`config.mk`:
```
export PLATFORM = sky130hd
export DESIGN_NAME = pipe_skid_stage
export DESIGN_NICKNAME = d
export VERILOG_FILES = /design/src/rtl/pipe_pkg.sv /design/src/rtl/pipe_slot.sv /design/src/rtl/pipe_skid_stage.sv
export SDC_FILE = /design/constraint.sdc
export NUM_CORES = 1
export LEC_CHECK = 0
export ABC_AREA = 1
export BUFFER_PORTS_ARGS = -buffer_cell sky130_fd_sc_hd__buf_2
export CAP_MARGIN = 0
export CORE_MARGIN = 10
export CORE_UTILIZATION = 54
export CTS_CLUSTER_SIZE = 28
export DETAILED_ROUTE_END_ITERATION = 7
export PLACE_DENSITY = 0.83
export SYNTH_ARGS = -nofsm -noshare
export SYNTH_HDL_FRONTEND = slang
export SYNTH_SLANG_ARGS = --single-unit
export TNS_END_PERCENT = 10
```
`constraint.sdc`:
```
create_clock -name clk -period 2.44 [get_ports clk]
set_input_delay 0.488 -clock clk [delete_from_list [all_inputs] [get_ports clk]]
set_output_delay 0.488 -clock clk [all_outputs]
set_load 0.02 [all_outputs]
```
`src/rtl/pipe_pkg.sv`:
```
// Shared types for the elastic pipeline stage: skid state encoding and default width.
package pipe_pkg;

    typedef enum logic [1:0] {
        EMPTY = 2'd0,
        HALF  = 2'd1,
        FULL  = 2'd2
    } skid_state_t;

    localparam int PIPE_WIDTH_DEFAULT = 32;

endpackage

```
`src/rtl/pipe_slot.sv`:
```
// Payload register with load enable; cleared by reset so the output is never X.
module pipe_slot #(
    parameter int WIDTH = 32
) (
    input  logic             clk,
    input  logic             rst,
    input  logic             load,
    input  logic [WIDTH-1:0] d,
    output logic [WIDTH-1:0] q
);

    always_ff @(posedge clk or posedge rst) begin
        if (rst) begin
            q <= '0;
        end else if (load) begin
            q <= d;
        end
    end

endmodule

```
`src/rtl/pipe_skid_stage.sv`:
```
// Elastic valid/ready stage with a two-entry skid buffer; every handshake output is a flop,
// so out_ready never reaches in_ready combinationally.
module pipe_skid_stage
    import pipe_pkg::*;
#(
    parameter int WIDTH = PIPE_WIDTH_DEFAULT
) (
    input  logic             clk,
    input  logic             rst,
    input  logic             flush,
    input  logic             in_valid,
    input  logic [WIDTH-1:0] in_data,
    output logic             in_ready,
    output logic             out_valid,
    output logic [WIDTH-1:0] out_data,
    input  logic             out_ready,
    output logic [1:0]       occupancy
);

    skid_state_t      state;
    skid_state_t      state_nxt;
    logic             in_fire;
    logic             out_fire;
    logic             load_main;
    logic             load_skid;
    logic             main_from_skid;
    logic [WIDTH-1:0] main_d;
    logic [WIDTH-1:0] skid_q;

    assign in_fire  = in_valid & in_ready;
    assign out_fire = out_valid & out_ready;

    always_comb begin
        state_nxt      = state;
        load_main      = 1'b0;
        load_skid      = 1'b0;
        main_from_skid = 1'b0;
        case (state)
            EMPTY: begin
                if (in_fire) begin
                    state_nxt = HALF;
                    load_main = 1'b1;
                end
            end
            HALF: begin
                if (in_fire && out_fire) begin
                    load_main = 1'b1;
                end else if (in_fire) begin
                    state_nxt = FULL;
                    load_skid = 1'b1;
                end else if (out_fire) begin
                    state_nxt = EMPTY;
                end
            end
            FULL: begin
                if (out_fire) begin
                    state_nxt      = HALF;
                    load_main      = 1'b1;
                    main_from_skid = 1'b1;
                end
            end
            default: state_nxt = EMPTY;
        endcase
        // Flush only clears validity; payload registers keep their stale contents.
        if (flush) begin
            state_nxt = EMPTY;
            load_main = 1'b0;
            load_skid = 1'b0;
        end
    end

    assign main_d = main_from_skid ? skid_q : in_data;

    always_ff @(posedge clk or posedge rst) begin
        if (rst) begin
            state     <= EMPTY;
            out_valid <= 1'b0;
            in_ready  <= 1'b1;
        end else begin
            state     <= state_nxt;
            out_valid <= (state_nxt != EMPTY);
            in_ready  <= (state_nxt != FULL);
        end
    end

    assign occupancy = state;

    pipe_slot #(.WIDTH(WIDTH)) u_main (
        .clk  (clk),
        .rst  (rst),
        .load (load_main),
        .d    (main_d),
        .q    (out_data)
    );

    pipe_slot #(.WIDTH(WIDTH)) u_skid (
        .clk  (clk),
        .rst  (rst),
        .load (load_skid),
        .d    (in_data),
        .q    (skid_q)
    );

endmodule

```
==> results of run 1 <==
worst max path at each step:
stage                       startpoint            to  slack, ps  cells past startpoint
after floorplan                    rst  occupancy[0]        240                      1
after global placement       out_ready   u_skid.q[1]        640                      7
after detailed placement     out_ready  u_skid.q[19]        570                      7
after CTS                 occupancy[1]  u_skid.q[19]        720                      6
after global routing      occupancy[1]  u_skid.q[19]        550                      6
final                     occupancy[1]  u_skid.q[19]        720                      6
cell families after synthesis:
kind of cell	Yosys count
DFF	68
AOI/OAI and AO/OA	2
and+or+nand+nor	311
buffers and inverters	27
report_power, final:
group          total, uW  switching (uW)  internal [uW]
Combinational        958             630            327
Clock                755             396            359
Sequential          1730             215           1520
Total               3450            1240           2200
worst register-to-register path, stage by stage (launching register included):
cell,delay (ps)
dfrtp_1,400
inv_1,160
nand2_2,110
nor2_8,400
nand2_4,310
nand2_1,160
nand2_1,60
cell type report:
class                   count  area, sq um  share of cell area
multi-input cells         313         1281              0.3482
clock inverters             3        15.01            0.004080
well taps                  72        90.09             0.02448
repair buffers             80        432.9              0.1176
inverters                   6        22.52            0.006120
flip-flops and latches     68         1703              0.4628
clock buffers              12        135.1             0.03672
Yosys cell counts (all sizes together):
cell	n	area share
nand2	267	0.32
a21oi	1	0.0016
dfstp	1	0.0083
dfrtp	67	0.53
nand3	36	0.057
buf	21	0.053
nor2	8	0.019
inv	6	0.0071
o21ai	1	0.0016
metrics by stage:
stage | setup WS (ps) | std cells | hold WS (ps)
detailed placement | 572.1 | 539 | 459.3
global placement | 644.0 | 539 | 454.1
global route | 554.6 | 554 | 231.8
floorplan | 242.1 | 408 | 442.2
finish | 723.3 | 554 | 185.0
CTS | 716.6 | 554 | 202.6
sequential cells by signal (all words and copies together) (netlist names):
register	flops
in_ready	1
occupancy	2
out_valid	1
u_main.q	32
u_skid.q	32
per-layer routing:
layer	up-vias	track usage	routed length [um]
li1	1387	-	-
met1	1349	0.1920	3232
met2	99	0.2791	3865
met3	17	0.04755	549
met4	0	0.08005	169
met5	-	0	0
cell usage in the layout, fill, tap and decap left out, drive strengths merged:
cell type,count
nand2,267
buf,80
dfrtp,67
nand3,36
clkbuf,12
nor2,8
inv,6
clkinv,3
a21oi,1
o21ai,1
dfstp,1
==> reports/metrics.yaml, run 1 <==
required_ps: 2670
startpoint_type: "flip-flop"
final-setup-viol-count: 0
synth_compound_area_frac: 0.003152
synth_cell_types: 17
drive_gt1_frac: 0.2241
total_leakage_power_uw: 0.002196
globalRouteOverflowTotal: 0
cp_cell_sequence: "inv_1 > nand2_2 > nor2_8 > nand2_4 > nand2_1 > nand2_1"
nFillCells: 532
portBuffers: 72
cts_buffers: 9
cts_root_buf: "clkbuf_8"
power_density_nw_per_um2: 936.3
grt_max_degree: 35
antenna_found_initial: 0
grt_pass1_vias: 2771
synth-xor-area-share: 0
start_util: 0.5663
synthToLayoutAreaGrowth_pct: 15.88
fin_setup_tns_ps: 0
htree_levels: 3
clock_path_buffers: 2
post_drt_wl_per_cell_um: 14.11
synthMuxAreaShare: 0
syn_area_per_cell_sq_um: 7.783
gp_congestion: 0.8048
io_pins: 73
num_vias: 2852
netlist_instances: 408
r2r_end: "u_skid.q[19]"
final_antenna_net_count: 0
max-cap-violations: 0
firstDrtPassIters: 4
dieArea_sq_um: 9348
hold_violations: 0
outcome: "completed"
placed_cell_area_sq_um: 3530
drt_wl_total_mm: 7.817
period_share: 0.7036
path_buf_inv: 1
arrival_ps: 1950
end_kind: "flip-flop"
rr_worst_depth: 6
core.rowCount: 27
ys_seq_area_frac: 0.5362
syn-num-nets: 445
fin_worst_skew_ps: 6.296
synth_simple_gate_area_frac: 0.4003
postCtsSetupBuffers: 0
cpMostUsedCell: "nand2_1"
finalPower_uw: 3445
utilization: 0.6562
core_sq_um: 5608
grt_setup_unrepaired: "no"
crit_family: "simple AND/OR/NAND/NOR gates"
crit_fanout: 34
ir_drop_v: 0.0005210
ys_warn_count: 0
cts_hold_buf: 0
rrSetupSlack_ps: 720
slowest_delay_ps: 400
grt_pass1_wl_mm: 13.08
die_w_um: 96.69
crit_type: "reg -> reg"
tritoncts: "yes"
slowest_stage: "dfrtp_1"
synth_area_sq_um: 3176
synth_top_family_by_area: "simple AND/OR/NAND/NOR gates"
clock_latency_ps: 350
r2r-start: "occupancy[1]"
slew_headroom: 0.6255
fmax_ghz: 0.5825
clkTransAtPathRegs_ps: 70
layout.nets: 515
dpl.hpwl_mm: 5.406
hold_path.class: "in -> async"
drc: 0
diodes: 0
synth_seq_cells: 68
die_y_um: 96.69
cts_resized: 0
first_iter_violations: 135
post-route-min-period_ps: 1717
track_usage: 0.1672
cts_sinks: 68
final_area_sq_um: 3680
slew_violations: 0
avgViaCountPerCell: 5.148
synthAdderAreaFrac: 0
worst_pin_slew_ps: 561.0
No activity file was read; power rests on OpenSTA's default activity.
==> run 2: changes to the inputs <==
--- a/config.mk
+++ b/config.mk
@@ -5,14 +5,14 @@
 export SDC_FILE = /design/constraint.sdc
 export NUM_CORES = 1
 export LEC_CHECK = 0
-export ABC_AREA = 1
+export ABC_AREA = 0
 export BUFFER_PORTS_ARGS = -buffer_cell sky130_fd_sc_hd__buf_2
 export CAP_MARGIN = 0
 export CORE_MARGIN = 10
-export CORE_UTILIZATION = 54
+export CORE_UTILIZATION = 53
 export CTS_CLUSTER_SIZE = 28
 export DETAILED_ROUTE_END_ITERATION = 7
-export PLACE_DENSITY = 0.83
+export PLACE_DENSITY = 0.82
 export SYNTH_ARGS = -nofsm -noshare
 export SYNTH_HDL_FRONTEND = slang
 export SYNTH_SLANG_ARGS = --single-unit
==> constraint.sdc (replaced) <==
create_clock -name clk -period 1.8 [get_ports clk]
set_input_delay 0.36 -clock clk [delete_from_list [all_inputs] [get_ports clk]]
set_output_delay 0.36 -clock clk [all_outputs]
set_load 0.02 [all_outputs]
==> run 2 against run 1 <==
The run now ends with setup timing left; count of clock-buffer cells in the layout fell by 2; maximum frequency fell by 6.0%; non-clock buffer count rose by 4; utilization rose by 5.0 points; global-route usage fell by 2.6 points; critical path type unchanged.
==> reports/metrics.yaml, run 2 <==
total_leakage_power_uw: 0.001951
die_y_um: 96.76
hold_violations: 0
violations: "setup timing"
final_area_sq_um: 3960
ys_seq_area_frac: 0.5453
syn-num-nets: 229
synthTopCellsByCount: "67 x dfrtp_1, 66 x mux2_2, 30 x mux2_4"
post-route-min-period_ps: 1826
outcome: "complete, but fails checks"
globalRouteOverflowTotal: 0
max-cap-violations: 0
pwr-share-comb: 0.299
grt_pass1_wl_mm: 10.82
drt_wl_total_mm: 6.768
layout_common_cells: "72 x buf_2, 67 x dfrtp_1, 51 x mux2_2"
drc: 0
dieArea_sq_um: 9363
synth_seq_cells: 68
utilization: 0.7062
slew_headroom: 0.7528
synth_edf_count: 0
syn_area_per_cell_sq_um: 16.27
dp_cells: 335
nFillCells: 403
start_util: 0.5569
period_share: 1.014
cts_root_buf: "clkbuf_8"
diodes: 0
firstDrtPassIters: 4
die_w_um: 96.76
required_ps: 2020
cts_sinks: 68
arrival_ps: 2050
portBuffers: 72
ys_async_sr_fraction: 1.000
seq_power_share: 0.441
clock_latency_ps: 340
synthToLayoutAreaGrowth_pct: 26.80
p_clk_frac: 0.261
post_drt_wl_per_cell_um: 19.12
synth_top_area_share: 0.5369
pre_cts_slack_ps: -4.131
final-setup-viol-count: 25
p_int_uw: 3819
seq_area_sq_um: 1703
ys_warn_count: 0
grt_setup_unrepaired: "yes"
final_common_cell: "buf_2"
netlist_instances: 192
startpoint_type: "flip-flop"
cts_hold_buf: 0
synth_area_sq_um: 3123
gp_congestion: 0.7666
crit_type: "reg -> reg"
fin_worst_skew_ps: 7.346
core_sq_um: 5608
drive_gt1_frac: 0.7128
antenna_found_initial: 0
yosys.cell_count.top_type: "dfrtp_1"
synth_cell_types: 23
synthTopCellsByArea: "dfrtp_1 54%, mux2_2 24%, mux2_4 14%"
slew_violations: 0
yosys.area.top_type: "dfrtp_1"
power.switching_uw: 1597
fmax_ghz: 0.5477
track_usage: 0.1409
layout.nets: 314
ir_drop_v: 0.0008608
clkTransAtPathRegs_ps: 80
core.rowCount: 27
grt_pass1_vias: 2091
first_iter_violations: 73
worst_slack_ps: -25.78
hold_path.class: "in -> async"
worst_pin_slew_ps: 370.1
fin_setup_tns_ps: -368.9
tritoncts: "yes"
clock_path_buffers: 2
multi_input_area_sq_um: 1384
htree_levels: 3
num_vias: 1882
crit_fanout: 8
synth_flop_cell: "dfrtp_1"
final_cells: 354
avgViaCountPerCell: 5.316
io_pins: 73
power_density_nw_per_um2: 1368
dpl.hpwl_mm: 4.485
grt_max_degree: 69
end_kind: "flip-flop"
final_antenna_net_count: 0
placed_cell_area_sq_um: 3595
swShare: 0.2949
cts_buffers: 9
## run 2: cell count changes in the layout (fill, tap and decap cells not counted), moves of 5 or more
cell     previous run  this run
mux2_4              0        45
nand3_1            36         1
mux2_2              0        51
nand2_2             5         0
nand2_1           260         1
buf_12              1         6
## run 2: cells by family (layout without fill, tap and decap cells)
group	count (synthesis)	in the layout	synth area share
compound gates	6	6	0.01763
buf+inv	12	102	0.03045
flops	68	68	0.5453
mux	96	96	0.3822
simple gates	10	10	0.02444
## run 2: per-stage QoR
| step | hold slack (ps) | power, uW |
|---|---|---|
| 2_1_floorplan | 423.1 | 3426 |
| 3_3_place_gp | 482.4 | 3843 |
| 3_5_place_dp | 483.9 | 3921 |
| 4_1_cts | 104.5 | 5347 |
| 5_1_grt | 111.5 | 5706 |
| 6_report | 107.0 | 5416 |
## run 2: what timing repair did
item                                    CTS  global route
pin swaps                                 0             1
endpoints found under the setup margin   29            60
cloned                                    0             2
gates resized for setup                   0            25
buffers inserted                          0             1
## run 2: critical path: stages, from the launching register on
cell	delay, ps
dfstp_2	540
buf_4	110
nand3b_1	120
a211oi_4	300
buf_12	170
buf_12	140
mux2_2	340
## run 2: power groups by stage
| stage | clock network [uW] | logic (uW) | registers, uW |
|---|---|---|---|
| 2_1_floorplan | 0 | 810 | 2620 |
| 3_3_place_gp | 0 | 1480 | 2360 |
| 3_5_place_dp | 0 | 1540 | 2380 |
| 4_1_cts | 1430 | 1540 | 2380 |
| 5_1_grt | 1510 | 1730 | 2470 |
| 6_report | 1410 | 1620 | 2390 |
## run 2: final timing paths
kind                              startpoint            to  slack [ps]  cells past startpoint
worst max-delay path                in_ready  u_main.q[16]         -30                      6
worst min-delay path                     rst  u_main.q[19]         110                      3
worst max register to register      in_ready  u_main.q[16]         -30                      6
worst min register to register  u_main.q[22]  u_main.q[22]         500                      1
max in group asynchronous                rst      in_ready        1380                      3
min in group clk                 in_data[19]  u_skid.q[19]         260                      2
## run 2: final cells by class
cell class / instances / area share
Sequential cell: 68 / 0.4300
Multi-Input combinational cell: 112 / 0.3494
Timing Repair Buffer: 84 / 0.1381
Clock buffer: 10 / 0.03476
Tap cell: 72 / 0.02275
Clock inverter: 6 / 0.02212
Inverter: 2 / 0.002844
## run 2: layer usage
layer  routed length, um  track usage
met5                   0            0
met3                 323      0.04400
met1                3043       0.1668
met2                3293       0.2280
met4                 108      0.06426
